[config.mk]
export PLATFORM = sky130hd
export DESIGN_NAME = sysbus_bridge
export DESIGN_NICKNAME = d
export VERILOG_FILES = /design/src/rtl/sysbus_pkg.sv /design/src/rtl/sysbus_addr_latch.sv /design/src/rtl/sysbus_bridge.sv
export SDC_FILE = /design/constraint.sdc
export NUM_CORES = 1
export LEC_CHECK = 0
export ABC_AREA = 1
export CAP_MARGIN = 20
export CORE_ASPECT_RATIO = 1.25
export CORE_MARGIN = 5
export CORE_UTILIZATION = 45
export CTS_CLUSTER_SIZE = 14
export DETAILED_ROUTE_END_ITERATION = 6
export GPL_TIMING_DRIVEN = 1
export HOLD_SLACK_MARGIN = 0.08
export MAX_ROUTING_LAYER = met4
export PLACE_DENSITY = 0.81
export SLEW_MARGIN = 20
export SYNTH_ARGS = -nofsm -noshare
export SYNTH_HDL_FRONTEND = slang
export SYNTH_SLANG_ARGS = --single-unit
[constraint.sdc]
create_clock -name Clock -period 2.9 [get_ports Clock]
set_input_delay 0.435 -clock Clock [delete_from_list [all_inputs] [get_ports Clock]]
set_output_delay 0.435 -clock Clock [all_outputs]
set_load 0.05 [all_outputs]
[src/rtl/sysbus_pkg.sv]
// Shared types and constants for the SysBus memory-side bridge.
package sysbus_pkg;

    typedef enum logic [1:0] {
        IDLE  = 2'd0,
        READ  = 2'd1,
        WRITE = 2'd2,
        DONE  = 2'd3
    } bridge_state_t;

    localparam int          TIMEOUT_DEFAULT = 15;
    localparam logic [15:0] BUS_ERR_DATA    = 16'hFFFF;

endpackage

[src/rtl/sysbus_addr_latch.sv]
// Address and write-data holding registers for the SysBus bridge, each with its own load enable.
module sysbus_addr_latch #(
    parameter int AW = 16,
    parameter int DW = 16
) (
    input  logic          Clock,
    input  logic          nReset,
    input  logic          loadAddr,
    input  logic          loadWData,
    input  logic [DW-1:0] busIn,
    output logic [AW-1:0] addrReg,
    output logic [DW-1:0] wDataReg
);

    always_ff @(posedge Clock or negedge nReset) begin
        if (!nReset) begin
            addrReg  <= '0;
            wDataReg <= '0;
        end else begin
            if (loadAddr)  addrReg  <= busIn[AW-1:0];
            if (loadWData) wDataReg <= busIn;
        end
    end

endmodule

[src/rtl/sysbus_bridge.sv]
// SysBus-to-memory request/acknowledge bridge with Ready handshake toward the core.
// Optional MemAck timeout with BusErr is enabled by defining SYSBUS_BRIDGE_TIMEOUT_EN.
module sysbus_bridge
    import sysbus_pkg::*;
#(
    parameter int AW = 16,
    parameter int DW = 16
`ifdef SYSBUS_BRIDGE_TIMEOUT_EN
    ,
    parameter int TIMEOUT = TIMEOUT_DEFAULT
`endif
) (
    input  logic          Clock,
    input  logic          nReset,
    input  logic [DW-1:0] SysBusIn,
    input  logic          ALE,
    input  logic          nME,
    input  logic          nOE,
    input  logic          nWE,
    input  logic          ENB,
    output logic [DW-1:0] SysBusOut,
    output logic          SysBusOe,
    output logic          Ready,
    output logic          BusErr,
    output logic [AW-1:0] MemAddr,
    output logic [DW-1:0] MemWData,
    output logic          MemReq,
    output logic          MemWr,
    input  logic          MemAck,
    input  logic [DW-1:0] MemRData
);

    bridge_state_t state;
    bridge_state_t stateNext;

    logic [AW-1:0] addrReg;
    logic [DW-1:0] wDataReg;
    logic [DW-1:0] rDataReg;
    logic          lastRead;
    logic          busy;
    logic          loadAddr;
    logic          loadWData;
    logic          startTxn;
    logic          ackHit;
    logic          toHit;

`ifdef SYSBUS_BRIDGE_TIMEOUT_EN
    logic [3:0] waitCnt;
    logic       busErrReg;
`endif

    sysbus_addr_latch #(
        .AW(AW),
        .DW(DW)
    ) uLatch (
        .Clock    (Clock),
        .nReset   (nReset),
        .loadAddr (loadAddr),
        .loadWData(loadWData),
        .busIn    (SysBusIn),
        .addrReg  (addrReg),
        .wDataReg (wDataReg)
    );

    always_comb begin
        stateNext = state;
        loadAddr  = 1'b0;
        loadWData = 1'b0;
        startTxn  = 1'b0;
        ackHit    = 1'b0;
        toHit     = 1'b0;
        case (state)
            IDLE: begin
                loadAddr = ALE;
                // nWE wins when both strobes are low
                if (!nME && !nWE) begin
                    stateNext = WRITE;
                    loadWData = 1'b1;
                    startTxn  = 1'b1;
                end else if (!nME && !nOE) begin
                    stateNext = READ;
                    startTxn  = 1'b1;
                end
            end
            READ, WRITE: begin
                if (MemAck) begin
                    stateNext = DONE;
                    ackHit    = 1'b1;
                end
`ifdef SYSBUS_BRIDGE_TIMEOUT_EN
                else if (waitCnt == 4'(TIMEOUT - 1)) begin
                    stateNext = DONE;
                    toHit     = 1'b1;
                end
`endif
            end
            DONE: begin
                if (nME) stateNext = IDLE;
            end
            default: stateNext = IDLE;
        endcase
    end

    always_ff @(posedge Clock or negedge nReset) begin
        if (!nReset) begin
            state    <= IDLE;
            rDataReg <= '0;
            lastRead <= 1'b0;
        end else begin
            state <= stateNext;
            if (startTxn) lastRead <= (stateNext == READ);
            if (ackHit && state == READ) rDataReg <= MemRData;
            else if (toHit) rDataReg <= DW'(BUS_ERR_DATA);
        end
    end

`ifdef SYSBUS_BRIDGE_TIMEOUT_EN
    always_ff @(posedge Clock or negedge nReset) begin
        if (!nReset) begin
            waitCnt   <= '0;
            busErrReg <= 1'b0;
        end else begin
            if (startTxn) waitCnt <= '0;
            else if (busy && !MemAck) waitCnt <= waitCnt + 4'd1;
            // error flag persists through IDLE until the next transaction starts
            if (startTxn) busErrReg <= 1'b0;
            else if (toHit) busErrReg <= 1'b1;
        end
    end

    assign BusErr = busErrReg;
`else
    assign BusErr = 1'b0;
`endif

    // Outputs decode from state only; SysBusOe is the single ENB-gated exception
    assign busy      = (state == READ) || (state == WRITE);
    assign MemReq    = busy;
    assign MemWr     = (state == WRITE);
    assign MemAddr   = busy ? addrReg : '0;
    assign MemWData  = busy ? wDataReg : '0;
    assign Ready     = (state == DONE);
    assign SysBusOut = (state == DONE) ? rDataReg : '0;
    assign SysBusOe  = ENB && (state == DONE) && lastRead;

endmodule

# == Yosys cells after proc, flatten, opt, wreduce, memory -nomap -nowiden ==
# Cells that the tools add are included.
# word_totals
word_cells,36
output_inout_bits,53
input_bits,40
ff_bits,51
# op_classes
mux,16
n_eq_ne,4
n_reduce_logical,11
# ops
op,n
two-way mux 16 bit,3
two-way mux 1 bit,8
two-way mux 2 bit,4
one-hot mux 2 bit (3 select lines),1
logical AND 1 bit,5
== test 2 x 1 -> 1 bit (second input constant),2
== test 2 bit (second input constant),2
zero test 1 bit,3
zero test 2 bit,1
OR reduction 2 bit,1
logical OR 1 bit,1

# == Logic depth before layout (Yosys ltp) ==
# Gate-level depths: netlist of the first run.
# depth
ltp_word,6
ltp_mapped,9
mapped_depth_nobuf,8

# == By module ==
# From an unflattened synthesis of the first run, not the netlist that was laid out.
# unflattened
hier_cells,314
hier_area_um2,2568.7
# by_module_without_submodules
mod,cells_per_inst,seq_area_each_um2,area_per_inst_um2,n_inst
sysbus_bridge,178,475.5,1322.5,1
sysbus_addr_latch,136,800.8,1246.2,1

# == Worst setup path after synthesis of the first run ==
# Ideal clock, no wire load.
# synth_path
kind,flip-flop to output port
startpoint,register state[1]
endpoint,output port MemAddr[0]
slack_ps,639
stages_incl_launch_ff,7
required_time_ps,2465
path_buffers,2
arrival_ps,1826
path_cell_list,dfrtp_1 > inv_1 > ha_1 > buf_2 > buf_2 > nand2_1 > inv_1
# synth_between
elab_chain_len,3
elab_cells_between_ends,4
cone_classes,eq/ne: 2; mux: 1; reduce/logical: 1
# synth_rtl
item,line,source
from (decl),sysbus_bridge.sv:33,bridge_state_t state;
from (signal assigned),sysbus_bridge.sv:110,state <= stateNext;
== test 2 x 1 -> 1 bit / == test 2 bit (equally long branches),sysbus_bridge.sv:137,assign busy = (state == READ) || (state == WRITE);
logical OR 1 bit *,sysbus_bridge.sv:137,
named net MemReq,sysbus_bridge.sv:27,"output logic MemReq,"
two-way mux 16 bit *,sysbus_bridge.sv:140,assign MemAddr = busy ? addrReg : '0;
to (decl),sysbus_bridge.sv:25,"output logic [AW-1:0] MemAddr,"
# The timed path passes the listed nets; every way through them passes the cells marked *.

# == Worst setup path in the final report of the first run ==
# layout_path
startpoint,register state[1]
endpoint,output port SysBusOut[8]
# layout_between
elab_chain_len,2
# layout_rtl
item,line,source
== test 2 bit,sysbus_bridge.sv:143,assign SysBusOut = (state == DONE) ? rDataReg : '0;
two-way mux 16 bit,sysbus_bridge.sv:143,
to (decl),sysbus_bridge.sv:21,"output logic [DW-1:0] SysBusOut,"
# No other way between the ends.

==> impl_results.md, run 1 <==
- Outcome: complete, no violations
- # rows: 30
- Hold WS: roughly 0.13 ns
- Residual DRC: 0
- Final Power: roughly 5200 uW
- GR peak layer: met2
- P per Cell Area: 1360 mW/mm^2
- Worst VDD drop: 0.983 mV
- HP Class: in -> async
- Core area: between 0.005 and 0.006 sq mm
- Antenna-violating nets left: 0
- Synth Warn #: 0
- Die Wd: 76.6 um
- Final std cells w/o fill: 445
- Cts repair resizes: 0
- Met1 usage: 20.0%
- Hold_buf cts: 0
- CP arrival: 2.15 ns
- Register area: 0.00128 sq mm
- # setup viols final: 0
- Flops & latches, synth: 51
- Critical path fanouts, max: 20
- Seq/Total Area, Yosys: 51.1%
- Relative slew slack: 41.8%
- Crit path launch type: flip-flop
- Hold Fails Final Rpt: 0
- Worst Tran Pin Value: 0.871 ns
- TritonCTS clock tree: done
- Placed insts: between 400 and 500
- Kind of critical path: reg -> out
- Synthesized instance count: between 200 and 300
- Crit path required time: 2.47 ns
- Number of port buffers: 91
- Synthesis-to-layout area growth: 53.9%
- Root Buffer: clkbuf_8
- Die Y: 93.3 um
- Clk buf depth: 2
- Worst-Skew Late Latency: roughly 0.3 ns
- Worst Skew: 0.0137 ns
- Global Route Usage Sum: 16.7%
- Syn Area/Cell: 8.46 sq um
- CP Capture Type: primary output
- Fmax achieved: 387 MHz
- Final Max Slew Viols: 0
- Post-Syn Area: 0.00250 sq mm
- Clock Sinks: 51
- Die area: 0.00715 sq mm
- Initial Utilization: 46.2%
- Max-Cap Viols: 0
- Top post-synthesis cells by area: dfrtp_1 (51%), nand2_1 (14%), inv_1 (11%), o21ai_0 (7.0%), mux2_4 (6.0%)
- Via count: 2077
- Mapped Nets: 340
- Drt wl/cell: between 10 and 15 um
- RSZ-0062 raised after global routing: false
- Setup repair bufs after CTS: 0
- Netlist cell types: 20
- Met2 Use GR: 27.6%
- Top cell type's share of synthesized area: 51.1%
- Htree depth: 2
- I/O pins: 93
- Number of detailed-route iterations in the first pass: 4
- Clk slew on worst S/H paths: 0.09 ns
- Setup total negative slack: 0 ns
- Final min period: 2.59 ns
- Initial antenna violation count: 0
- Dpl hpwl: between 4000 and 5000 um
- Period utilization: 89.2%
- Area leader, netlist: dfrtp_1
- Vias per cell: 4.67
- Total congestion overflow: 0
- Wire length after detailed routing: 5660 um
- Antenna Cells: 0
- Layout net count: 425
- P_leak: 0.00215 uW
- Largest net degree at the start of global routing: between 50 and 60
- Gpl congestion: between 0.8 and 0.9
- First-pass GRT wire length: 9500 um
- Vias in the first global route: 2009
- Detailed router's first-iteration violation count: 73
- Multi-input gate area in the final layout: 871 sq um
- Layout cell share with drive strength beyond 1: 16.8%
- Grt met3 use: 5.30%
- Fillers: 429
- Clock buffer count from CTS: 5
-- worst paths after layout --
path,startpoint,end,slack [ns],cells after the start
worst max-delay path,state[1],SysBusOut[8],0.31,4
worst min-delay path,nReset,uLatch.wDataReg[12],0.13,1
worst max register to register,state[0],uLatch.addrReg[2],1.08,4
worst min register to register,uLatch.addrReg[8],uLatch.addrReg[8],0.49,2
max in group asynchronous,nReset,rDataReg[1],2.33,1
min in group Clock,uLatch.addrReg[8],uLatch.addrReg[8],0.49,2
-- metrics by stage --
stage          utilization, %  worst slack (ns)  area, sq um
6_report                 71.1             0.314         3840
5_1_grt                  71.1             0.152         3840
4_1_cts                  71.0            0.0797         3840
3_5_place_dp             69.1             0.421         3730
3_3_place_gp             69.1             0.514         3730
2_1_floorplan               -             0.639         2500
-- kinds of logic after synthesis --
family / synth area share, %
other: 0.150
adders and majority gates: 2.51
buffers and inverters: 14.1
DFF: 51.1
and+or+nand+nor: 16.1
muxes: 8.72
AOI/OAI and AO/OA: 7.32
-- where the power goes --
group,switching (uW),internal (uW)
sequential,186,1050
combinational,2050,1520
clock,222,217
total,2450,2790
-- synthesized netlist by cell type --
master	instances
nand2_1	91
inv_1	71
dfrtp_1	51
o21ai_0	35
buf_2	10
mux2_4	10
mux2_2	6
ha_1	5
nand3_1	4
clkbuf_1	2
and3_1	1
buf_12	1
buf_4	1
conb_1	1
nand2_2	1
nand2_4	1
nor2_1	1
nor2_2	1
o211ai_1	1
or2_1	1
-- flip-flops by register name, indices dropped and copies added (netlist names) --
name / flops
uLatch.addrReg: 16
lastRead: 1
rDataReg: 16
uLatch.wDataReg: 16
state: 2
-- cell type report --
type	count	share of cell area (%)
sequential	51	33.2
multi-input combinational	159	22.7
timing repair buffer	92	32.4
clock inverter	1	0.195
tap	64	2.08
clock buffer	7	2.51
inverter	71	6.94
-- cells in the final DEF, fill, tap and decap left out --
master / synthesis / routed
and3_1: 1 / 1
buf_12: 1 / 33
buf_4: 1 / 3
clkbuf_8: 0 / 7
clkdlybuf4s50_1: 0 / 56
clkinvlp_4: 0 / 1
conb_1: 1 / 1
dfrtp_1: 51 / 51
ha_1: 5 / 4
ha_2: 0 / 1
inv_1: 71 / 71
mux2_2: 6 / 6
mux2_4: 10 / 10
nand2_1: 91 / 91
nand2_2: 1 / 1
nand2_4: 1 / 1
nand3_1: 4 / 4
nor2_1: 1 / 1
nor2_2: 1 / 1
o211ai_1: 1 / 1
o21ai_0: 35 / 35
or2_1: 1 / 1
-- worst max-delay path, stage by stage (launching register included) --
cell and delay [ns]:
dfrtp_1 0.44, ha_2 0.43, nand2_1 0.10, inv_1 0.07
clkdlybuf4s50_1 0.81
-- layer usage --
layer / part of all wire, % / vias to the layer above
li1: - / 1032
met1: 42 / 972
met2: 50 / 68
met3: 7.2 / 5
met4: 1.2 / 0
met5: 0 / -
No activity file was read; power rests on OpenSTA's default activity.
==> run 2: changes to the inputs <==
--- a/config.mk
+++ b/config.mk
@@ -8,7 +8,6 @@
 export ABC_AREA = 1
 export CAP_MARGIN = 20
 export CORE_ASPECT_RATIO = 1.25
-export CORE_MARGIN = 5
 export CORE_UTILIZATION = 45
 export CTS_CLUSTER_SIZE = 14
 export DETAILED_ROUTE_END_ITERATION = 6
==> run 2 against run 1 <==
Against the previous run:
- die area down 18%
- clock power up 6.8%
- flip-flop and latch count unchanged
- utilization up 3.4 points
- critical endpoint is now SysBusOe
- design area up 0.55%
- critical path type unchanged
- fmax down 1.5%
- non-clock buffer count up 2
- critical path depth unchanged
- clock-buffer cell count down 1
==> impl_results.md, run 2 (synthesized netlist as in run 1, its figures left out) <==
- # setup viols final: 0
- # rows: 29
- Multi-input gate area in the final layout: 868 sq um
- Critical Path, Cell by Cell: ha_1 -> buf_4 -> and3_1 -> clkdlybuf4s50_1
- P_leak: 0.00217 uW
- Total congestion overflow: 0
- Crit path launch type: flip-flop
- CP Capture Type: primary output
- Worst Tran Pin Value: ~0.90 ns
- Number of port buffers: 91
- Largest registers: rDataReg: 16 flops, uLatch.addrReg: 16 flops, uLatch.wDataReg: 16 flops
- First-pass GRT wire length: 8960 um
- Relative slew slack: 39.6%
- Period utilization: just over 90%
- Die area: 0.00585 sq mm
- Cts repair resizes: 0
- Slowest-stage cell, CP: clkdlybuf4s50_1
- Via count: slightly above 2000
- Global Route Usage Sum: about a fifth
- Clk buf depth: 2
- Antenna-violating nets left: 0
- Most frequent cells in the layout: nand2_1 (91), inv_1 (71), clkdlybuf4s50_1 (57)
- Worst Skew: 0.00494 ns
- CP arrival: ~2.2 ns
- Die Wd: 68.6 um
- Fillers: 381
- Antenna Cells: 0
- Buf/Inv on CP: 2
- Number of detailed-route iterations in the first pass: 4
- Fmax achieved: between 300 and 400 MHz
- Post-route cell area: 0.00386 sq mm
- Final Max Slew Viols: 0
- Outcome: complete, no violations
- Setup repair bufs after CTS: 0
- Wire length after detailed routing: 5530 um
- Initial antenna violation count: 0
- TritonCTS clock tree: done
- Residual DRC: 0
- Largest net degree at the start of global routing: 35
- Clock buffer count from CTS: 5
- Root Buffer: clkbuf_8
- Placed instance area: 0.00376 sq mm
- Detailed router's first-iteration violation count: 97
- Hold_buf cts: 0
- Initial Utilization: 48.1%
- Crit path required time: 2.47 ns
- Final min period: 2.63 ns
- Kind of critical path: reg -> out
- P per Cell Area: 1380 mW/mm^2
- Clk slew on worst S/H paths: 0.09 ns
- Critical path fanouts, max: 15
- Register area: between 0.001 and 0.0015 sq mm
- Hold Fails Final Rpt: 0
- Largest stage delay, worst path: approximately 0.79 ns
- Setup total negative slack: 0 ns
- Synthesis-to-layout area growth: 54.7%
- Vias in the first global route: roughly 2100
- Vias per cell: 4.67
- Worst-Skew Late Latency: ~0.30 ns
- Worst VDD drop: 0.812 mV
- Die Y: approximately 85 um
- Most common cell after layout, fill and taps aside: nand2_1
- Core area: a little over 0.005 sq mm
- Htree depth: 2
- HP Class: in -> async
- Layout cell share with drive strength beyond 1: between 15 and 20%
- Top cell family by delay on the critical path: buffers and inverters
- Dpl hpwl: ~4200 um
- Layout net count: 427
- Clock Sinks: 51
- I/O pins: between 90 and 100
- RSZ-0062 raised after global routing: false
- Max-Cap Viols: 0
- Gpl congestion: 0.766
- Drt wl/cell: 12.5 um
run 2: per-stage QoR:
step	cells	setup slack (ns)	total power, uW	util, %	hold slack [ns]
after floorplan	295	0.639	3250	-	0.139
after global placement	437	0.642	4790	72.5	0.406
after detailed placement	437	0.592	4900	72.5	0.415
after CTS	444	0.252	5380	74.4	0.0831
after global routing	444	0.133	5620	74.4	0.102
final	444	0.274	5320	74.4	0.0793
run 2: power by group:
group	leakage (uW)	total [uW]	switching, uW	internal [uW]
combinational	0.00149	3600	2040	1560
sequential	0.000629	1250	200	1050
clock	0.0000513	469	216	253
total	0.00217	5320	2460	2860
run 2: worst register-to-register path, delay by kind of cell, from the launching register on:
kind | cells | cell delay, ns
adder cells (fa/ha/maj) | 1 | 0.65
flip-flops | 1 | 0.43
AND/OR/NAND/NOR | 6 | 0.42
buffers and inverters | 2 | 0.36
run 2: final cells by class:
| class | instances | share of cell area, % |
|---|---|---|
| multi-input cells | 159 | 22.5 |
| clock inverters | 1 | 0.777 |
| inverters | 71 | 6.90 |
| flip-flops and latches | 51 | 33.0 |
| repair buffers | 94 | 32.9 |
| well taps | 62 | 2.01 |
| clock buffers | 6 | 1.88 |
run 2: per-layer routing:
metal  routed length [um]  part of all wire, %  GRT usage, %
met2                 2830                   51          37.5
met3                  515                  9.3          7.66
met5                    0                    0             -
met1                 2120                   38          21.1
met4                   62                  1.1          5.87
run 2: final timing paths:
kind | start | to | slack (ns) | cells after the start
min | nReset | uLatch.addrReg[1] | 0.08 | 1
max | state[1] | SysBusOe | 0.27 | 4
max reg2reg | state[1] | lastRead | 0.98 | 9
min reg2reg | uLatch.wDataReg[15] | uLatch.wDataReg[15] | 0.49 | 2
min in group Clock | uLatch.wDataReg[15] | uLatch.wDataReg[15] | 0.49 | 2
max in group asynchronous | nReset | rDataReg[13] | 2.06 | 2
==> run 3: changes to the inputs <==
--- a/config.mk
+++ b/config.mk
@@ -14,7 +14,7 @@
 export GPL_TIMING_DRIVEN = 1
 export HOLD_SLACK_MARGIN = 0.08
 export MAX_ROUTING_LAYER = met4
-export PLACE_DENSITY = 0.81
+export PLACE_DENSITY = 0.83
 export SLEW_MARGIN = 20
 export SYNTH_ARGS = -nofsm -noshare
 export SYNTH_HDL_FRONTEND = slang
==> run 3 against run 2 <==
Against the previous run:
- combinational power about the same
- clock skew about the same
- clock power up 5.8%
- critical path depth down 1
- register-to-register slack better by 0.08 ns
- non-clock buffer count unchanged
- design area up 0.13%
- first-iteration DRC count down 19%
- total power up 0.41%
- utilization up 0.096 points
- largest cell class unchanged
- highest routed layer unchanged
==> impl_results.md, run 3 (synthesized netlist as in run 1, its figures left out) <==
- Global Route Usage Sum: 21.5%
- Crit path required time: 2.47 ns
- Final Max Slew Viols: 0
- Buf/Inv on CP: 1
- Gpl congestion: 0.784
- P_leak: 0.00218 uW
- Most frequent cells in the layout: nand2_1 (91), inv_1 (71), clkdlybuf4s50_1 (57)
- Die Wd: 68.6 um
- TritonCTS clock tree: done
- Placed instance area: 0.00375 sq mm
- Initial Utilization: 48.1%
- Kind of critical path: reg -> out
- Post-route cell area: 0.00387 sq mm
- Clk slew on worst S/H paths: 0.08 ns
- Via count: 2094
- Dpl hpwl: approximately 4200 um
- Cts repair resizes: 0
- Detailed router's first-iteration violation count: 79
- Slowest-stage cell, CP: clkdlybuf4s50_1
- Critical path fanouts, max: 19
- Hold WS: between 0.1 and 0.15 ns
- I/O pins: 93
- Largest registers: rDataReg: 16 flops, uLatch.addrReg: 16 flops, uLatch.wDataReg: 16 flops
- Top cell family by delay on the critical path: buffers and inverters
- Period utilization: 95.6%
- Vias in the first global route: 2045
- Crit path launch type: flip-flop
- Initial antenna violation count: 0
- HP Class: in -> async
- Number of detailed-route iterations in the first pass: 4
- Most common cell after layout, fill and taps aside: nand2_1
- Relative slew slack: 40.8%
- RSZ-0062 raised after global routing: false
- Outcome: complete, no violations
- Die area: a little under 0.006 sq mm
- Hold Fails Final Rpt: 0
- Htree depth: 2
- Vias per cell: approximately 4.7
- Die Y: 85.3 um
- Largest net degree at the start of global routing: 52
- Clock Sinks: 51
- Total congestion overflow: 0
- Clock buffer count from CTS: 5
- Layout net count: roughly 430
- Worst-Skew Late Latency: 0.30 ns
- Layout cell share with drive strength beyond 1: 16.7%
- Setup repair bufs after CTS: 0
- Final min period: between 2 and 3 ns
- Fmax achieved: 361 MHz
- Largest stage delay, worst path: 0.79 ns
- Antenna-violating nets left: 0
- CP Capture Type: primary output
- Worst Skew: 0.00523 ns
- Number of port buffers: slightly above 90
- # setup viols final: 0
- First-pass GRT wire length: 9150 um
- Root Buffer: clkbuf_8
- Wire length after detailed routing: about 5600 um
- # rows: 29
- Core area: roughly 0.0052 sq mm
- CP arrival: 2.34 ns
- Worst VDD drop: 0.878 mV
- Antenna Cells: 0
- P per Cell Area: 1380 mW/mm^2
- Synthesis-to-layout area growth: 54.9%
- Max-Cap Viols: 0
- Critical Path, Cell by Cell: ha_1 -> and3_1 -> clkdlybuf4s50_1
- Hold_buf cts: 0
- Clk buf depth: 2
- Setup total negative slack: 0 ns
- Drt wl/cell: 12.5 um
- Residual DRC: 0
- Worst Tran Pin Value: ~0.9 ns
run 3: metal layers:
metal | GRT usage, % | part of all wire (%) | up-vias
li1 | - | - | 1040
met1 | 24.2 | 40 | 968
met2 | 35.3 | 49 | 78
met3 | 7.12 | 10 | 8
met4 | 6.44 | 1.3 | 0
met5 | - | 0 | -
run 3: worst register-to-register path: stages, from the launching register on:
cell,delay (ns)
dfrtp_1,0.41
inv_1,0.16
ha_1,0.23
nand2_1,0.53
nand2_1,0.24
o21ai_0,0.11
run 3: path summary, 6_finish.rpt:
check / from / slack (ns) / to / cells after the start
min reg2reg: uLatch.wDataReg[3] / 0.49 / uLatch.wDataReg[3] / 2
max in group asynchronous: nReset / 2.34 / uLatch.addrReg[14] / 1
max: state[1] / 0.13 / SysBusOe / 3
min: nReset / 0.15 / rDataReg[2] / 1
min in group Clock: uLatch.wDataReg[3] / 0.49 / uLatch.wDataReg[3] / 2
max reg2reg: state[0] / 1.06 / uLatch.addrReg[13] / 5
run 3: report_power, final:
part | internal [uW] | switching [uW] | leakage, uW
registers | 1050 | 196 | 0.000629
clock network | 279 | 217 | 0.0000612
logic | 1540 | 2060 | 0.00149
run 3: area by class of cell:
type                       count  area (sq um)
multi-input combinational    159           868
fill                         405          1320
tap                           62          77.6
sequential                    51          1280
clock buffer                   6          82.6
timing repair buffer          94          1260
inverter                      71           267
clock inverter                 2          35.0
run 3: through the flow:
step	total power [uW]	setup slack, ns	std cells	utilization, %
2_1_floorplan	3250	0.639	295	-
3_3_place_gp	4770	0.529	437	72.2
3_5_place_dp	4880	0.430	437	72.2
4_1_cts	5390	0.116	445	74.5
5_1_grt	5650	0.00000466	445	74.5
6_report	5340	0.126	445	74.5
